[config.mk]
export PLATFORM = sky130hd
export DESIGN_NAME = modn_updown_counter
export DESIGN_NICKNAME = d
export VERILOG_FILES = /design/src/rtl/modn_updown_counter.sv
export SDC_FILE = /design/constraint.sdc
export NUM_CORES = 1
export LEC_CHECK = 0
export ABC_AREA = 1
export ABC_CLOCK_PERIOD_IN_PS = 1400
export CORE_AREA = 3 3 40 42
export CTS_BUF_LIST = sky130_fd_sc_hd__clkbuf_4
export CTS_CLUSTER_DIAMETER = 60
export DETAILED_ROUTE_END_ITERATION = 10
export DIE_AREA = 0 0 43 45
export GPL_ROUTABILITY_DRIVEN = 0
export GPL_TIMING_DRIVEN = 0
export SYNTH_ARGS = -nofsm -noshare
export SYNTH_HDL_FRONTEND = slang
export SYNTH_SLANG_ARGS = --single-unit
[constraint.sdc]
create_clock -name clk -period 1.4 [get_ports clk]
set_clock_uncertainty 0.2 [all_clocks]
set_input_delay 0.35 -clock clk [delete_from_list [all_inputs] [get_ports clk]]
set_output_delay 0.35 -clock clk [all_outputs]
set_load 0.03 [all_outputs]
[src/rtl/modn_updown_counter.sv]
// Parametrised mod-N up/down counter with clamped load, terminal count and a registered wrap pulse.
// Define MODN_CNT_SAT_EN to saturate at 0 / MODULUS-1 instead of wrapping (wrap then stays low).
module modn_updown_counter #(
  parameter int unsigned WIDTH   = 4,
  parameter int unsigned MODULUS = 16
) (
  input  logic             clk,
  input  logic             rst,
  input  logic             en,
  input  logic             up,
  input  logic             set,
  input  logic [WIDTH-1:0] set_num,
  output logic [WIDTH-1:0] number,
  output logic             zero,
  output logic             tc,
  output logic             wrap
);

  // One extra bit so MODULUS = 2**WIDTH compares correctly.
  localparam logic [WIDTH:0]   MOD_EXT = (WIDTH+1)'(MODULUS);
  localparam logic [WIDTH-1:0] MAX_VAL = WIDTH'(MODULUS - 1);

  logic [WIDTH-1:0] number_q, number_d;
  logic             wrap_q, wrap_d;
  logic             at_max, at_min, in_range, load_clamp;

  assign at_max     = (number_q == MAX_VAL);
  assign at_min     = (number_q == '0);
  assign in_range   = ({1'b0, number_q} < MOD_EXT);
  assign load_clamp = ({1'b0, set_num} >= MOD_EXT);

  // Next-count and wrap-pulse logic; reset is applied in the register stage.
  always_comb begin
    number_d = number_q;
    wrap_d   = 1'b0;
    if (set) begin
      number_d = load_clamp ? MAX_VAL : set_num;
    end else if (en) begin
      if (!in_range) begin
        number_d = '0;
      end else if (up) begin
        if (at_max) begin
`ifdef MODN_CNT_SAT_EN
          number_d = MAX_VAL;
`else
          number_d = '0;
          wrap_d   = 1'b1;
`endif
        end else begin
          number_d = number_q + WIDTH'(1);
        end
      end else begin
        if (at_min) begin
`ifdef MODN_CNT_SAT_EN
          number_d = '0;
`else
          number_d = MAX_VAL;
          wrap_d   = 1'b1;
`endif
        end else begin
          number_d = number_q - WIDTH'(1);
        end
      end
    end
  end

  // Count and wrap registers with synchronous reset.
  always_ff @(posedge clk) begin
    if (rst) begin
      number_q <= '0;
      wrap_q   <= 1'b0;
    end else begin
      number_q <= number_d;
      wrap_q   <= wrap_d;
    end
  end

  assign number = number_q;
  assign wrap   = wrap_q;
  assign zero   = at_min;
  assign tc     = up ? at_max : at_min;

endmodule

==> impl_metrics.json, run 1 <==
{
  "crit_path_frequent_cell": "nand2_4",
  "final_util": 0.590,
  "maxUsedRoutingLayer": "met4",
  "initial_core_util": 0.289,
  "multi_input_area_sq_um": 295,
  "drtAntennaViolNets": 0,
  "seqCellArea_sq_um": 115,
  "status": "finished, violations left",
  "dp_hpwl_um": 729,
  "fill_cells": 130,
  "path_cells": "inv_4 -> ha_4 -> nand2_4 -> nor2_4 -> nand2_2 -> nand2_4 -> buf_6",
  "crit_end": "tc",
  "io_pins": 16,
  "r2r_setup_slack_ps": -100,
  "dr.pass1.iters": 4,
  "ir_worst_vdd_v": 0.000445,
  "grt_pass1_wl_mm": 1.88,
  "mostFrequentLayoutCells": "16 x nand2_1, 13 x buf_4, 7 x inv_1, 7 x nand3_1, 7 x clkdlybuf4s50_1",
  "cts.sinks": 5,
  "diodes": 0,
  "wl_met1_um": 513,
  "hp-class": "reg2reg",
  "grtUsageTotal": 0.134,
  "leakagePower_nw": 0.360,
  "num_rows": 13,
  "reg2reg_depth": 10,
  "dieArea_sq_um": 1940,
  "finalWorstSetupSlack_ps": -382,
  "antenna_found_initial": 0,
  "cts_tree": "built",
  "synthesis.nets": 71,
  "clock-root-buffer": "clkbuf_4",
  "drv_slew": 0,
  "final_common_cell": "nand2_1",
  "worst-path-stages": 7,
  "fmax_mhz": 561,
  "finalPower_uw": 621,
  "final_nets": 105,
  "rsz0062_at_grt": "yes",
  "max-slew-margin-rel": 0.849,
  "vias_per_cell": 4.67,
  "vias": 504,
  "worstPathArrival_ps": 1230,
  "worstPathRequired_ps": 850,
  "design.core.area_sq_um": 1280,
  "drive_above_1_share": 0.473,
  "yosysWarnings": 0,
  "synth_cell_types": 16,
  "end_kind": "output port",
  "fp.dieH_um": 45,
  "die_x_um": 43,
  "io_buffers": 15,
  "grt_pass1_vias": 453,
  "critPathLaunch": "number[1]$_SDFFE_PP0P_",
  "drc_errors": 0,
  "drt_iter0_drc": 8,
  "synth_flop_cell": "dfxtp_1",
  "post-route-period-util": 1.27,
  "pwr_density_cell_nw_per_um2": 819,
  "routed_wl_mm": 1.20,
  "synth-async-reset-ratio": 0,
  "grt_max_degree": 9,
  "r2r-end": "number[0]$_SDFFE_PP0P_",
  "clockBufferDepth": 2,
  "wl_per_cell_um": 11.1,
  "seq_area_frac_synth": 0.269,
  "post-route-min-period_ps": 1780,
  "worstSetupPathType": "reg2out",
  "path_buf_inv": 2,
  "avgSynthCellArea_sq_um": 6.19,
  "ys_ff_latch": 5,
  "gr-total-overflow": 0,
  "layout.cells.non_filler": 108,
  "violations": "setup timing",
  "pre_cts_ws_ps": -1060,
  "finalSetupViolCount": 7,
  "dp_cells": 90,
  "cp-start-kind": "register",
  "area_growth_pct": 104,
  "max-cap-violations": 0,
  "critPathMaxFanout": 3,
  "syn-cell-area_sq_um": 372,
  "wl_met2_um": 541,
  "slowest_delay_ps": 360,
  "numCtsBuffers": 3,
  "clock_latency_ps": 240,
  "timing.rr.start": "number[1]$_SDFFE_PP0P_",
  "hold_viol_final": 0,
  "path_delay_family": "flip-flops",
  "htree_levels": 1,
  "tightest_slew_ps": 226,
  "syn_inst": 60,
  "clkTransAtPathRegs_ps": 40,
  "wl_met3_um": 103,
  "cp_slowest_cell": "dfxtp_4",
  "synth_edf_count": 0
}
[cell families (layout without fill, tap and decap cells)]
group | count (synthesis) | count (layout) | share of synthesized area
DFF | 5 | 5 | 0.269
xor gates and xnor gates | 1 | 1 | 0.0236
buffers and inverters | 10 | 43 | 0.101
and+or+nand+nor | 34 | 34 | 0.404
AOI/OAI and AO/OA | 8 | 8 | 0.135
adders and majority gates | 2 | 2 | 0.0673
[worst reg2reg max path, stage by stage (launching register included)]
cell     delay [ps]
dfxtp_4         360
inv_4            70
ha_4            140
nand2_4          50
nor2_4           80
nand2_2          90
buf_4           140
buf_4           130
nand2_2          50
nand3_2          70
o21ai_2          50
[how the worst min path moves through the flow]
stage                                 from                endpoint  slack, ps  cells past startpoint
floorplan                              rst  number[1]$_SDFFE_PP0P_        210                      1
global placement    number[1]$_SDFFE_PP0P_  number[1]$_SDFFE_PP0P_        340                      2
detailed placement  number[1]$_SDFFE_PP0P_  number[1]$_SDFFE_PP0P_        340                      2
CTS                 number[2]$_SDFFE_PP0P_  number[2]$_SDFFE_PP0P_        440                      3
global route        number[2]$_SDFFE_PP0P_  number[2]$_SDFFE_PP0P_        460                      3
finish              number[2]$_SDFFE_PP0P_  number[2]$_SDFFE_PP0P_        410                      3
[per-layer routing]
| metal | up-vias | global-route usage |
|---|---|---|
| met5 | - | 0 |
| met4 | 0 | 0.0904 |
| met2 | 25 | 0.207 |
| met1 | 208 | 0.168 |
| li1 | 265 | - |
| met3 | 6 | 0.0279 |
[synth_stat cells (2+ instances only)]
cell	instances	area, sq um
a22oi_1	2	15.0
ha_1	2	25.0
a21oi_1	3	15.0
nand2_1	19	71.3
dfxtp_1	5	100
nand3_1	8	40.0
nor2_1	2	7.51
inv_1	9	33.8
nand4_1	3	18.8
[cell type report]
type / count / area share
Clock buffer: 4 / 0.0396
Inverter: 10 / 0.0561
Multi-Input combinational cell: 45 / 0.389
Sequential cell: 5 / 0.152
Tap cell: 15 / 0.0248
Timing Repair Buffer: 29 / 0.338
[power breakdown]
part	switching (mW)	total [mW]	internal (mW)
registers	0.0218	0.174	0.152
logic	0.127	0.261	0.134
clock network	0.0589	0.186	0.127
total	0.208	0.621	0.413
[timing repair]
| item | 4_1_cts | 5_1_grt |
|---|---|---|
| pin swaps | 7 | 2 |
| endpoints found under the setup margin | 10 | 11 |
| gates resized for setup | 49 | 12 |
| hold buffers | 0 | 0 |
| buffers inserted | 16 | 3 |
[metrics by stage]
stage / hold slack (ps) / area [sq um] / TNS, ps
floorplan: 210 / 413 / -308
finish: 409 / 758 / -915
global route: 464 / 758 / -1390
detailed placement: 340 / 582 / -4100
CTS: 439 / 751 / -1070
global placement: 340 / 582 / -4100
[sequential cells by signal, indices dropped and copies added, names as in the netlist]
name and flops:
wrap 1, number 4
Note: power is estimated with default switching activity, not from simulation.
==> run 2, diff against run 1 <==
- CAP_MARGIN: default -> 20
- SETUP_SLACK_MARGIN: default -> 0.02
==> impl_metrics.json, run 2 (same netlist as run 1, synthesis figures left out) <==
{
  "drt_iter0_drc": 16,
  "largest_reg_flops": 4,
  "rsz0062_at_grt": "yes",
  "clockBufferDepth": 2,
  "vias": 505,
  "status": "finished, violations left",
  "drv_slew": 0,
  "dp_hpwl_um": 729,
  "wl_per_cell_um": 11.0,
  "tightest_slew_ps": 289,
  "holdBufCountCts": 0,
  "routed_wl_mm": 1.20,
  "dr.pass1.iters": 4,
  "design.core.area_sq_um": 1280,
  "path_cells": "inv_4 -> ha_4 -> nand2_4 -> nor2_4 -> nand2_2 -> nand2_4 -> buf_6",
  "hold_viol_final": 0,
  "cp-start-kind": "register",
  "finalSetupViolCount": 6,
  "slowest_delay_ps": 360,
  "violations": "setup timing",
  "finalPower_uw": 627,
  "fmax_mhz": 570,
  "clock_latency_ps": 240,
  "worstPathArrival_ps": 1200,
  "max-slew-margin-rel": 0.807,
  "combPwrFrac": 0.425,
  "finalWorstSetupSlack_ps": -353,
  "crit_path_frequent_cell": "nand2_4",
  "cts_tree": "built",
  "htree_levels": 1,
  "post-route-min-period_ps": 1750,
  "io_buffers": 15,
  "end_kind": "output port",
  "worstSetupPathType": "reg2out",
  "cts.sinks": 5,
  "final_common_cell": "nand2_1",
  "intPower_uw": 418,
  "swShare": 0.334,
  "diodes": 0,
  "numCtsBuffers": 3,
  "drtAntennaViolNets": 0,
  "max-cap-violations": 0,
  "grt_pass1_vias": 445,
  "clock-root-buffer": "clkbuf_4",
  "dieArea_sq_um": 1940,
  "tns_ps": -915,
  "clkTransAtPathRegs_ps": 40,
  "whs_ps": 320,
  "ir_worst_vdd_v": 0.000441,
  "antenna_found_initial": 0,
  "worstPathRequired_ps": 850,
  "fp.dieH_um": 45,
  "initial_core_util": 0.289,
  "seqPwrFrac": 0.278,
  "final_nets": 106,
  "grt_max_degree": 9,
  "pwr_density_cell_nw_per_um2": 807,
  "final_util": 0.605,
  "critPathMaxFanout": 3,
  "area_growth_pct": 109,
  "die_x_um": 43,
  "path_delay_family": "flip-flops",
  "post-route-period-util": 1.25,
  "drc_errors": 0,
  "vias_per_cell": 4.63,
  "path_buf_inv": 2,
  "gr-total-overflow": 0,
  "p_clk_frac": 0.297,
  "hp-class": "in2reg",
  "grt_pass1_wl_mm": 1.91,
  "cp_slowest_cell": "dfxtp_4",
  "mostFrequentLayoutCells": "16 x nand2_1, 14 x buf_4, 7 x inv_1, 7 x nand3_1, 7 x buf_6",
  "num_rows": 13,
  "switchingPower_uw": 209,
  "grtUsageTotal": 0.135,
  "leakagePower_nw": 0.377,
  "drive_above_1_share": 0.479,
  "io_pins": 16
}
run 2: cell types whose count changed in the layout (fill, tap and decap cells not counted), sizes merged:
cell,change
buf,+2
clkbuf,-1
clkdlybuf4s50,-1
dlymetal6s2s,+1
run 2: power groups by stage:
stage | clock network (mW) | registers, mW | logic (mW)
after floorplan | 0 | 0.193 | 0.103
after global placement | 0 | 0.178 | 0.194
after detailed placement | 0 | 0.179 | 0.195
after CTS | 0.187 | 0.173 | 0.247
after global routing | 0.200 | 0.176 | 0.291
final | 0.186 | 0.174 | 0.267
run 2: path summary, 6_finish.rpt:
check | start | slack (ps) | endpoint | cells past startpoint
max | number[1]$_SDFFE_PP0P_ | -350 | tc | 7
max reg2reg | number[1]$_SDFFE_PP0P_ | -80 | number[0]$_SDFFE_PP0P_ | 10
min reg2reg | number[2]$_SDFFE_PP0P_ | 410 | number[2]$_SDFFE_PP0P_ | 3
min | set | 320 | number[1]$_SDFFE_PP0P_ | 3
run 2: layer usage:
layer  wire length, um  global-route usage
met1               529               0.173
met2               555               0.216
met3                83              0.0279
met4                30              0.0723
met5                 0                   0
run 2: worst register-to-register path: stages (launching register included):
cell	delay [ps]
dfxtp_4	360
inv_4	70
ha_4	140
nand2_4	50
nor2_4	80
nand2_2	70
buf_4	130
buf_4	130
nand2_2	50
nand3_2	70
o21ai_2	50
run 2: area by class of cell:
cell class / count / area (sq um)
Clock buffer: 4 / 30.0
Fill cell: 129 / 508
Inverter: 10 / 42.5
Multi-Input combinational cell: 45 / 300
Sequential cell: 5 / 115
Tap cell: 15 / 18.8
Timing Repair Buffer: 30 / 270
run 2: what timing repair did:
| item | in CTS | in global routing |
|---|---|---|
| cloned | 0 | 0 |
| endpoints found under the setup margin | 11 | 10 |
| buffers inserted | 17 | 3 |
| resized for setup | 60 | 5 |
| pin swaps | 8 | 2 |
run 2: metrics by stage:
| step | worst slack, ps | area, sq um | instances |
|---|---|---|---|
| final | -353 | 777 | 109 |
| after global routing | -415 | 777 | 109 |
| after CTS | -354 | 763 | 108 |
| after detailed placement | -1060 | 582 | 90 |
| after global placement | -1070 | 582 | 90 |
| after floorplan | -255 | 413 | 60 |
==> run 3, diff against run 2 <==
- CTS_CLUSTER_DIAMETER: 60 -> 40
- TNS_END_PERCENT: default -> 10
==> impl_metrics.json, run 3 (same netlist as run 1, synthesis figures left out) <==
{
  "antenna_found_initial": 0,
  "clockBufferDepth": 2,
  "num_rows": 13,
  "cts_tree": "built",
  "status": "finished, violations left",
  "grt_pass1_vias": 453,
  "gr-total-overflow": 0,
  "dp_hpwl_um": 729,
  "grt_max_degree": 9,
  "finalWorstSetupSlack_ps": -357,
  "post-route-min-period_ps": 1760,
  "max-slew-margin-rel": 0.799,
  "tightest_slew_ps": 302,
  "violations": "setup timing",
  "io_buffers": 15,
  "fp.dieH_um": 45,
  "diodes": 0,
  "timing.rr.start": "number[0]$_SDFFE_PP0P_",
  "cts.sinks": 5,
  "htree_levels": 1,
  "drtAntennaViolNets": 0,
  "dr.pass1.iters": 4,
  "largest_reg_flops": 4,
  "finalPower_uw": 592,
  "leakagePower_nw": 0.348,
  "drive_above_1_share": 0.433,
  "drc_errors": 0,
  "numCtsBuffers": 3,
  "final_nets": 102,
  "critPathMaxFanout": 4,
  "max-cap-violations": 0,
  "pwr_density_cell_nw_per_um2": 805,
  "worstHoldStart": "number[2]$_SDFFE_PP0P_",
  "grtUsageTotal": 0.135,
  "hold_viol_final": 0,
  "drv_slew": 0,
  "initial_core_util": 0.289,
  "layout.cells.non_filler": 105,
  "ir_worst_vdd_v": 0.000415,
  "io_pins": 16,
  "design.core.area_sq_um": 1280,
  "rsz0062_at_grt": "yes",
  "routed_wl_mm": 1.12,
  "grt_pass1_wl_mm": 1.87,
  "fmax_mhz": 569,
  "clock-root-buffer": "clkbuf_4",
  "clock_latency_ps": 240,
  "hp-class": "reg2reg",
  "worstSetupPathType": "reg2out",
  "critPathLaunch": "number[1]$_SDFFE_PP0P_",
  "worstPathArrival_ps": 1210,
  "wl_per_cell_um": 10.7,
  "end_kind": "output port",
  "vias": 488,
  "tns_ps": -1320,
  "drt_iter0_drc": 7,
  "dp_cells": 90,
  "post-route-period-util": 1.26,
  "area_growth_pct": 98.0,
  "final_common_cell": "nand2_1",
  "clkTransAtPathRegs_ps": 40,
  "worstPathRequired_ps": 850,
  "vias_per_cell": 4.65,
  "finalSetupViolCount": 8,
  "dieArea_sq_um": 1940,
  "cp-start-kind": "register",
  "die_x_um": 43,
  "mostFrequentLayoutCells": "17 x nand2_1, 9 x buf_4"
}
run 3: final timing paths:
path,to,slack [ps],depth (start not counted)
max reg2reg,number[0]$_SDFFE_PP0P_,-220,8
min reg2reg,number[2]$_SDFFE_PP0P_,410,3
max,tc,-360,7
min,number[2]$_SDFFE_PP0P_,410,3
run 3: what timing repair did:
item	CTS	global route
buffers inserted	11	0
gates resized for setup	45	9
hold buffers	0	0
pin swaps	8	1
endpoints found under the setup margin	11	11
run 3: cell type report:
type	instances	area (sq um)
clock buffer	4	30.0
fill	124	549
inverter	10	42.5
multi-input combinational	45	293
sequential	5	113
tap	15	18.8
timing repair buffer	26	239
run 3: layer usage:
layer | share of wire | GRT usage
met4 | 0.021 | 0.0904
met5 | 0 | 0
met1 | 0.44 | 0.156
met3 | 0.062 | 0.0279
met2 | 0.47 | 0.225
run 3: metrics by stage:
stage / setup WS [ps] / utilization / area, sq um / hold slack (ps)
2_1_floorplan: -255 / - / 413 / 210
3_3_place_gp: -1070 / 0.453 / 582 / 340
3_5_place_dp: -1060 / 0.453 / 582 / 340
4_1_cts: -363 / 0.568 / 729 / 413
5_1_grt: -427 / 0.573 / 736 / 437
6_report: -357 / 0.573 / 736 / 406
run 3: critical path, stage by stage (launching register included):
cell	delay [ps]
dfxtp_4	360
inv_4	70
ha_4	140
nand2_4	50
nor2_4	80
nand2_2	80
nand2_4	60
buf_6	130
run 3: power by group:
group | total [mW] | switching (mW) | internal [mW]
clock | 0.185 | 0.0581 | 0.127
sequential | 0.175 | 0.0223 | 0.153
combinational | 0.231 | 0.118 | 0.114
